===== src/rtl/hamming_pkg.sv =====
// Shared Hamming helpers: parity-width calculation, power-of-two test and the
// reference SEC encoder used by the streaming encoder (and the future decoder).
package hamming_pkg;

  localparam int MaxDataW = 57;
  localparam int MaxCodeW = 64;

  // Smallest r with 2^r >= data_w + r + 1.
  function automatic int calc_par_w(input int data_w);
    int res;
    res = 7;
    for (int r = 7; r >= 1; r--) begin
      if ((1 << r) >= data_w + r + 1) res = r;
    end
    return res;
  endfunction

  function automatic logic is_pow2(input int pos);
    return (pos > 0) && ((pos & (pos - 1)) == 0);
  endfunction

  // Plain SEC codeword; bit i holds Hamming position i+1, upper bits are zero.
  function automatic logic [MaxCodeW-1:0] hamming_encode(input logic [MaxDataW-1:0] data,
                                                         input int data_w);
    logic [MaxCodeW-1:0] code;
    int n;
    int di;
    logic p;
    code = '0;
    n    = data_w + calc_par_w(data_w);
    di   = 0;
    // Scatter data bits into the non-power-of-two positions, ascending.
    for (int pos = 1; pos < MaxCodeW; pos++) begin
      if (pos <= n && !is_pow2(pos)) begin
        code[pos-1] = data[di];
        di++;
      end
    end
    // Parity at 2^k covers every data position whose index has bit k set.
    for (int k = 0; k < 6; k++) begin
      p = 1'b0;
      for (int pos = 1; pos < MaxCodeW; pos++) begin
        if (pos <= n && !is_pow2(pos) && pos[k]) p = p ^ code[pos-1];
      end
      if ((1 << k) <= n) code[(1<<k)-1] = p;
    end
    return code;
  endfunction

endpackage


===== src/rtl/hamming_skid2.sv =====
// Generic two-entry valid/ready skid buffer. in_ready is registered and is high
// whenever fewer than two entries are occupied; the head entry drives out_data.
module hamming_skid2 #(
  parameter int WIDTH = 8
) (
  input  logic             clk,
  input  logic             rst,
  input  logic             in_valid,
  output logic             in_ready,
  input  logic [WIDTH-1:0] in_data,
  output logic             out_valid,
  input  logic             out_ready,
  output logic [WIDTH-1:0] out_data
);

  logic [WIDTH-1:0] head_q, head_d;
  logic [WIDTH-1:0] tail_q, tail_d;
  logic [1:0]       cnt_q, cnt_d;
  logic             ready_q;
  logic             push, pop;

  assign push      = in_valid && ready_q;
  assign pop       = (cnt_q != 2'd0) && out_ready;
  assign in_ready  = ready_q;
  assign out_valid = (cnt_q != 2'd0);
  assign out_data  = head_q;

  // Next-state for occupancy and the two storage slots.
  always_comb begin
    head_d = head_q;
    tail_d = tail_q;
    cnt_d  = cnt_q;
    if (push && pop) begin
      // Only reachable with one entry: the new word replaces the head.
      head_d = in_data;
    end else if (push) begin
      if (cnt_q == 2'd0) head_d = in_data;
      else               tail_d = in_data;
      cnt_d = cnt_q + 2'd1;
    end else if (pop) begin
      if (cnt_q == 2'd2) head_d = tail_q;
      cnt_d = cnt_q - 2'd1;
    end
  end

  // Storage, occupancy and registered ready; reset discards everything.
  always_ff @(posedge clk) begin
    if (rst) begin
      head_q  <= '0;
      tail_q  <= '0;
      cnt_q   <= 2'd0;
      ready_q <= 1'b0;
    end else begin
      head_q  <= head_d;
      tail_q  <= tail_d;
      cnt_q   <= cnt_d;
      ready_q <= (cnt_d != 2'd2);
    end
  end

endmodule


===== src/rtl/hamming_enc_stream.sv =====
// Streaming Hamming encoder: encodes each accepted word combinationally, stores
// the codeword in a two-entry skid buffer and counts words taken by the sink.
// Optional macro HAMMING_SECDED_EN appends an overall even-parity bit.
module hamming_enc_stream
  import hamming_pkg::*;
#(
  parameter int DATA_W = 7,
  parameter int CNT_W  = 16,
  localparam int PAR_W = calc_par_w(DATA_W),
  localparam int SEC_W = DATA_W + PAR_W,
`ifdef HAMMING_SECDED_EN
  localparam int CODE_W = SEC_W + 1
`else
  localparam int CODE_W = SEC_W
`endif
) (
  input  logic              clk,
  input  logic              rst,
  input  logic              in_valid,
  output logic              in_ready,
  input  logic [DATA_W-1:0] in_data,
  output logic              out_valid,
  input  logic              out_ready,
  output logic [CODE_W-1:0] out_code,
  output logic [CNT_W-1:0]  word_cnt
);

  if (DATA_W < 1 || DATA_W > MaxDataW) begin : g_bad_width
    $error("hamming_enc_stream: DATA_W must be within 1..57");
  end

  logic [MaxDataW-1:0] data_ext;
  logic [MaxCodeW-1:0] code_full;
  logic [SEC_W-1:0]    sec_code;
  logic [CODE_W-1:0]   enc_code;
  logic                unused_hi;
  logic [CNT_W-1:0]    cnt_q;

  assign data_ext  = MaxDataW'(in_data);
  assign code_full = hamming_encode(data_ext, DATA_W);
  assign sec_code  = code_full[SEC_W-1:0];
  assign unused_hi = ^code_full[MaxCodeW-1:SEC_W];

`ifdef HAMMING_SECDED_EN
  assign enc_code = {^sec_code, sec_code};
`else
  assign enc_code = sec_code;
`endif

  hamming_skid2 #(
    .WIDTH(CODE_W)
  ) u_skid (
    .clk      (clk),
    .rst      (rst),
    .in_valid (in_valid),
    .in_ready (in_ready),
    .in_data  (enc_code),
    .out_valid(out_valid),
    .out_ready(out_ready),
    .out_data (out_code)
  );

  // Count output transfers; wraps silently.
  always_ff @(posedge clk) begin
    if (rst) begin
      cnt_q <= '0;
    end else if (out_valid && out_ready) begin
      cnt_q <= cnt_q + CNT_W'(1);
    end
  end

  assign word_cnt = cnt_q;

endmodule


===== config.mk =====
export PLATFORM = sky130hd
export DESIGN_NAME = hamming_enc_stream
export DESIGN_NICKNAME = d
export VERILOG_FILES = /design/src/rtl/hamming_pkg.sv /design/src/rtl/hamming_skid2.sv /design/src/rtl/hamming_enc_stream.sv
export SDC_FILE = /design/constraint.sdc
export NUM_CORES = 1
export LEC_CHECK = 0
export CORE_AREA = 2 2 80 63
export CTS_CLUSTER_DIAMETER = 120
export CTS_CLUSTER_SIZE = 40
export DETAILED_ROUTE_END_ITERATION = 7
export DIE_AREA = 0 0 82 65
export PLACE_DENSITY = 0.8
export REMOVE_ABC_BUFFERS = 1
export SLEW_MARGIN = 20
export SYNTH_ARGS = -nofsm -noshare
export SYNTH_HDL_FRONTEND = slang
export SYNTH_HIERARCHICAL = 1
export SYNTH_SLANG_ARGS = --single-unit

===== constraint.sdc =====
create_clock -name clk -period 2.16 [get_ports clk]
set_input_delay 0.324 -clock clk [delete_from_list [all_inputs] [get_ports clk]]
set_output_delay 0.324 -clock clk [all_outputs]
set_load 0.03 [all_outputs]

Word-level counts from Yosys, hierarchy flattened
Index checks and enable logic that the tools add are counted.
- memory bits (read-only): 0
- register bits: 41
- bits of input ports: 11
- bits in writable memories: 0
- bits in latches: 0
- logic and storage cells: 42
- output and inout bits: 29
- memories kept: 0
- mux-type cells: 8
- add/subtract/negate cells: 3
- multiply operators: 0
- reductions and logical operators: 9
- divide/modulo/power cells: 0
- eq/ne operators: 3
- bitwise gates (word level): 14
- shift-type cells: 0
- $lt $le $gt $ge: 0
- operator list (operator ; number):
    11-bit two-way mux ; 5
    16-bit by 1-bit adder with 16-bit output (second input constant) ; 1
    1-bit bitwise XOR ; 12
    2-bit two-way mux ; 3
    3-bit AND reduction ; 2
    3-bit nonzero test ; 2
    1-bit logical AND ; 3
    3-bit != test (second input constant) ; 1
    2-bit by 1-bit adder with 2-bit output (second input constant) ; 1
    2-bit equality test (second input constant) ; 1
    2-bit logical NOT ; 1
    2-bit != test (second input constant) ; 1
    1-bit NOT ; 2
    2-bit nonzero test ; 1
    2-bit by 1-bit subtractor with 2-bit output (second input constant) ; 1

Depth between registers and ports, before layout
- word-level depth: 7
- mapped depth: 7
- depth with buffers taken out: 7

Hierarchy
Netlist, hierarchy kept.
- modules (own cells, without submodules) (module ; times used ; seq. area each (um2) ; area each (um2) ; cells each):
    hamming_skid2 ; 1 ; 500.5 ; 1138.6 ; 136
    hamming_enc_stream ; 1 ; 320.3 ; 849.6 ; 95

Worst setup path before layout
Ideal clock, no wire load.
- path kind: register -> register
- start point: reg u_skid.cnt_q[0]
- end point: reg cnt_q[15], in the netlist word_cnt[15]
- setup time: 116 ps
- cell stages (with the launch flop): 8
- required time: 2044 ps
- slack: 172 ps
- buffers on the path: 0
- clock period less this slack: 1988 ps
- data arrival time: 1872 ps
- path through: dfxtp_1 inv_1 ha_1 inv_1 nand4_4 nor4_4 a311oi_1 a41o_1
- longest elaborated chain between the ends: 2
- RTL lines (item ; RTL line ; source):
    start, declared ; hamming_skid2.sv:18 ; logic [1:0] cnt_q, cnt_d;
    start signal, assigned ; hamming_skid2.sv:56 ; cnt_q <= cnt_d;
    2-bit nonzero test ; hamming_skid2.sv:25 ; assign out_valid = (cnt_q != 2'd0);
    via out_valid ; hamming_enc_stream.sv:22 ; output logic out_valid,
    1-bit logical AND ; hamming_enc_stream.sv:67 ; end else if (out_valid && out_ready) begin
    end signal, assigned ; hamming_enc_stream.sv:68 ; cnt_q <= cnt_q + CNT_W'(1);
    end, declared ; hamming_enc_stream.sv:37 ; logic [CNT_W-1:0] cnt_q;
The timed path passes the listed nets, and every way through them passes these cells.
A chain may end at the register's enable or synchronous reset.

Worst setup path after layout
- start point: reg u_skid.cnt_q[0]
- end point: reg cnt_q[15], in the netlist word_cnt[15]
- longest elaborated chain between the ends: 2
- RTL lines (item ; RTL line):
    2-bit nonzero test ; hamming_skid2.sv:25
    1-bit logical AND ; hamming_enc_stream.sv:67
No other way between the ends.

==> run summary <==
Starting Density: 42.99%
Vias per cell: 5.327
Worst r2r src: u_skid/cnt_q[0]
Via Count: 1774
Status: finished clean
Synth Area per Inst: 8.607 um^2
Period utilization: 92.41%
FILL cells: 412
Setup ws final: 163.9 ps
LEAKAGE: 0.8699 nW
Reg2reg end: word_cnt[15]
Final Skew: 6.986 ps
RSZ-0062 raised after global routing: false
Async set or reset register ratio after synthesis: 0%
Setup Crit Path Kind: reg -> reg
Synth top area cells: dfxtp_1 41%, xnor2_1 7.9%, nand2_1 7.4%
Initial antenna violation count: 0
Pre-CTS setup slack: 60.35 ps
Die Wd: 82 um
Pwr Total: 2.564 mW
Skew-Pair Late Insertion Delay: 300 ps
Synth Cell Area: 1988 um^2
Worst VDD drop: 0.4285 mV
Final WL: 4.477 mm
Overall routing resource usage: 17.41%
Crit-path slowest cell: nor4_4
Pre-antenna DRT Iters: 4
Ant diodes: 0
Max stage delay on crit path: 390 ps
Startpoint Class: flip-flop
Count leader, synth: dfxtp_1
Worst rel slew slack: 56.13%
Clock root buffer: clkbuf_8
Die ar.: 5330 um^2
Area grow syn2layout: 30.27%
Mapped Cells: 231
WHS: 464.7 ps
Post-CTS Hold Fix Bufs: 0
Top FF cell, synth: dfxtp_1
Post-CTS Setup Inserts: 0
Fin crit period: 1996 ps
Final #Nets: 286
Register area share after synthesis: 41.28%
HP Class: reg -> reg
Max Cap Viol: 0
WP data arrival: 2190 ps
Share of layout cells above drive strength 1: 12.45%
Most Frequent Cell on Critical Path: inv_1
CP Cell Sequence: inv_1 -> ha_1 -> inv_1 -> nand4_4 -> nor4_4 -> a311oi_1 -> a41o_1
Largest net degree at the start of global routing: 23
Fin. Hold Viols: 0
Worst reg-to-reg path cell count: 7
CTS max path bufs: 2
H-tree depth: 2
WL/cell: 13.44 um
Pwr dens: 989.9 nW/um^2
Io pins: 40
Final Slew Violations: 0
CTS tree: yes
FF-to-FF setup slack: 160 ps
Grt total ovfl: 0
Critical Path Start: u_skid/cnt_q[0]
Flop and latch count out of synthesis: 41
Worst slew pin tran: 656.0 ps
Ys Warns: 6
Height of the die: 65 um
Cell taking the most area after synthesis: dfxtp_1
First-pass GRT wire length: 7.086 mm
Clock sinks: 41
WHS Path Cells: 2
Hold_sp: u_skid/tail_q[5]
Fmax: 0.5010 GHz
Placer Congestion: 0.8074
CTS Buf Count: 5
Clk slew on worst S/H paths: 80 ps
Count of different cell masters after synthesis: 31
Post-DRT Antenna Nets: 0
Worst EP required: 2360 ps
Critical path capture point type: flip-flop
Synth top cells by count: 41 x dfxtp_1, 39 x nand2_1, 30 x nor2_1, 18 x nand3_1, 18 x xnor2_1
EDFF count, synth: 0
Post-DP HPWL: 3.084 mm
Largest fanout on the critical path: 9
Residual DRC: 0
Hold endpoint: u_skid/tail_q[5]
IO Port Bufs: 39
Std cell rows: 22
Fin Setup TNS: 0 ps
Area share of the largest cell type after synthesis: 41.28%
Vias in the first global route: 1547
# setup viols final: 0
DRT iter0 DRCs: 144
Core region area: 4624 um^2
## report_power, final
part / total [mW] / internal, mW / switching (mW) / leakage (nW)
combinational: 0.986 / 0.406 / 0.579 / 0.479
sequential: 0.928 / 0.859 / 0.0696 / 0.333
clock: 0.650 / 0.376 / 0.274 / 0.0574
total: 2.56 / 1.64 / 0.923 / 0.870
## final cells by class
class                      instances  area (um^2)  area share [%]
clock buffer                       6        82.58           3.188
timing repair buffer              46        454.2           17.54
inverter                           6        22.52          0.8696
multi-input combinational        172         1097           42.37
clock inverter                     2        37.54           1.449
sequential                        41        820.8           31.69
tap                               60        75.07           2.899
## per-stage QoR
step / area (um^2) / instances / utilization, %
floorplan: 1934 / 219 / -
global placement: 2465 / 325 / 53.30
detailed placement: 2465 / 325 / 53.30
CTS: 2584 / 333 / 55.87
global route: 2590 / 333 / 56.01
finish: 2590 / 333 / 56.01
## how the worst max path moves through the flow
stage / depth (start not counted) / endpoint / slack [ps]
floorplan: 4 / u_skid/tail_q[0] / 160
global placement: 5 / word_cnt[15] / 70
detailed placement: 5 / word_cnt[15] / 60
CTS: 7 / word_cnt[11] / 160
global route: 7 / word_cnt[15] / 30
finish: 7 / word_cnt[15] / 160
## placed cells by master, fill, tap and decap left out
cell type        synthesis  routed
ha_1                     3       3
nand4_2                  1       1
nor3_1                   3       3
clkbuf_8                 0       6
buf_4                    1       6
nand2b_1                 5       5
bufinv_16                0       1
buf_12                   0       1
a41o_1                   1       1
nor4_1                   5       4
xnor2_1                 18      18
and2_1                   1       1
nand2_2                  1       1
nand3_1                 18      18
a21oi_1                 16      16
a311oi_2                 9       9
nor2_1                  30      30
nor4_2                   0       1
dfxtp_1                 41      41
a211oi_1                 1       1
nor4_4                   1       1
a31o_2                   3       3
clkinvlp_4               0       1
clkdlybuf4s50_1          0      38
and4_2                   1       1
xor2_1                   5       5
a221oi_1                 1       1
dlygate4sd2_1            0       1
nand4_1                  3       3
mux2i_1                  1       1
a21oi_4                  1       1
nand4_4                  1       1
inv_1                    6       6
nand2_1                 39      39
a311oi_1                 4       4
## layer usage
metal	vias up	wire length [um]	GRT usage [%]
li1	886	-	-
met1	835	1976	22.53
met2	45	2222	28.25
met3	8	210	3.900
met4	0	67	6.250
met5	-	0	0
## sequential cells by signal, summed over array words and instances, names as in the netlist
name	count
u_skid/cnt_q	2
u_skid/tail_q	11
u_skid/out_data	11
word_cnt	16
u_skid/in_ready	1
## worst max-delay path, delay by kind of cell (launching register included)
family | cells | cell delay (ps)
DFF | 1 | 350
AOI/OAI and AO/OA | 2 | 370
buffers and inverters | 2 | 320
adders and majority gates | 1 | 250
and+or+nand+nor | 2 | 610
## repair_timing
action                                  CTS  global route
pin swaps                                 0             0
gates resized for setup                   1             1
gates cloned                              0             0
endpoints found under the setup margin    1             1
## kinds of logic (layout without fill, tap and decap cells)
family                   count (synthesis)  after routing  share of synthesized area [%]
AND/OR/NAND/NOR                        109            109                          26.31
flip-flops                              41             41                          41.28
AO/OA/AOI/OAI                           36             36                          16.05
XOR/XNOR                                23             23                          10.13
buffers and inverters                   18             60                          3.839
adder cells (fa/ha/maj)                  3              3                          1.888
multiplexers                             1              1                         0.5035
(Power assumes the default switching activity.)
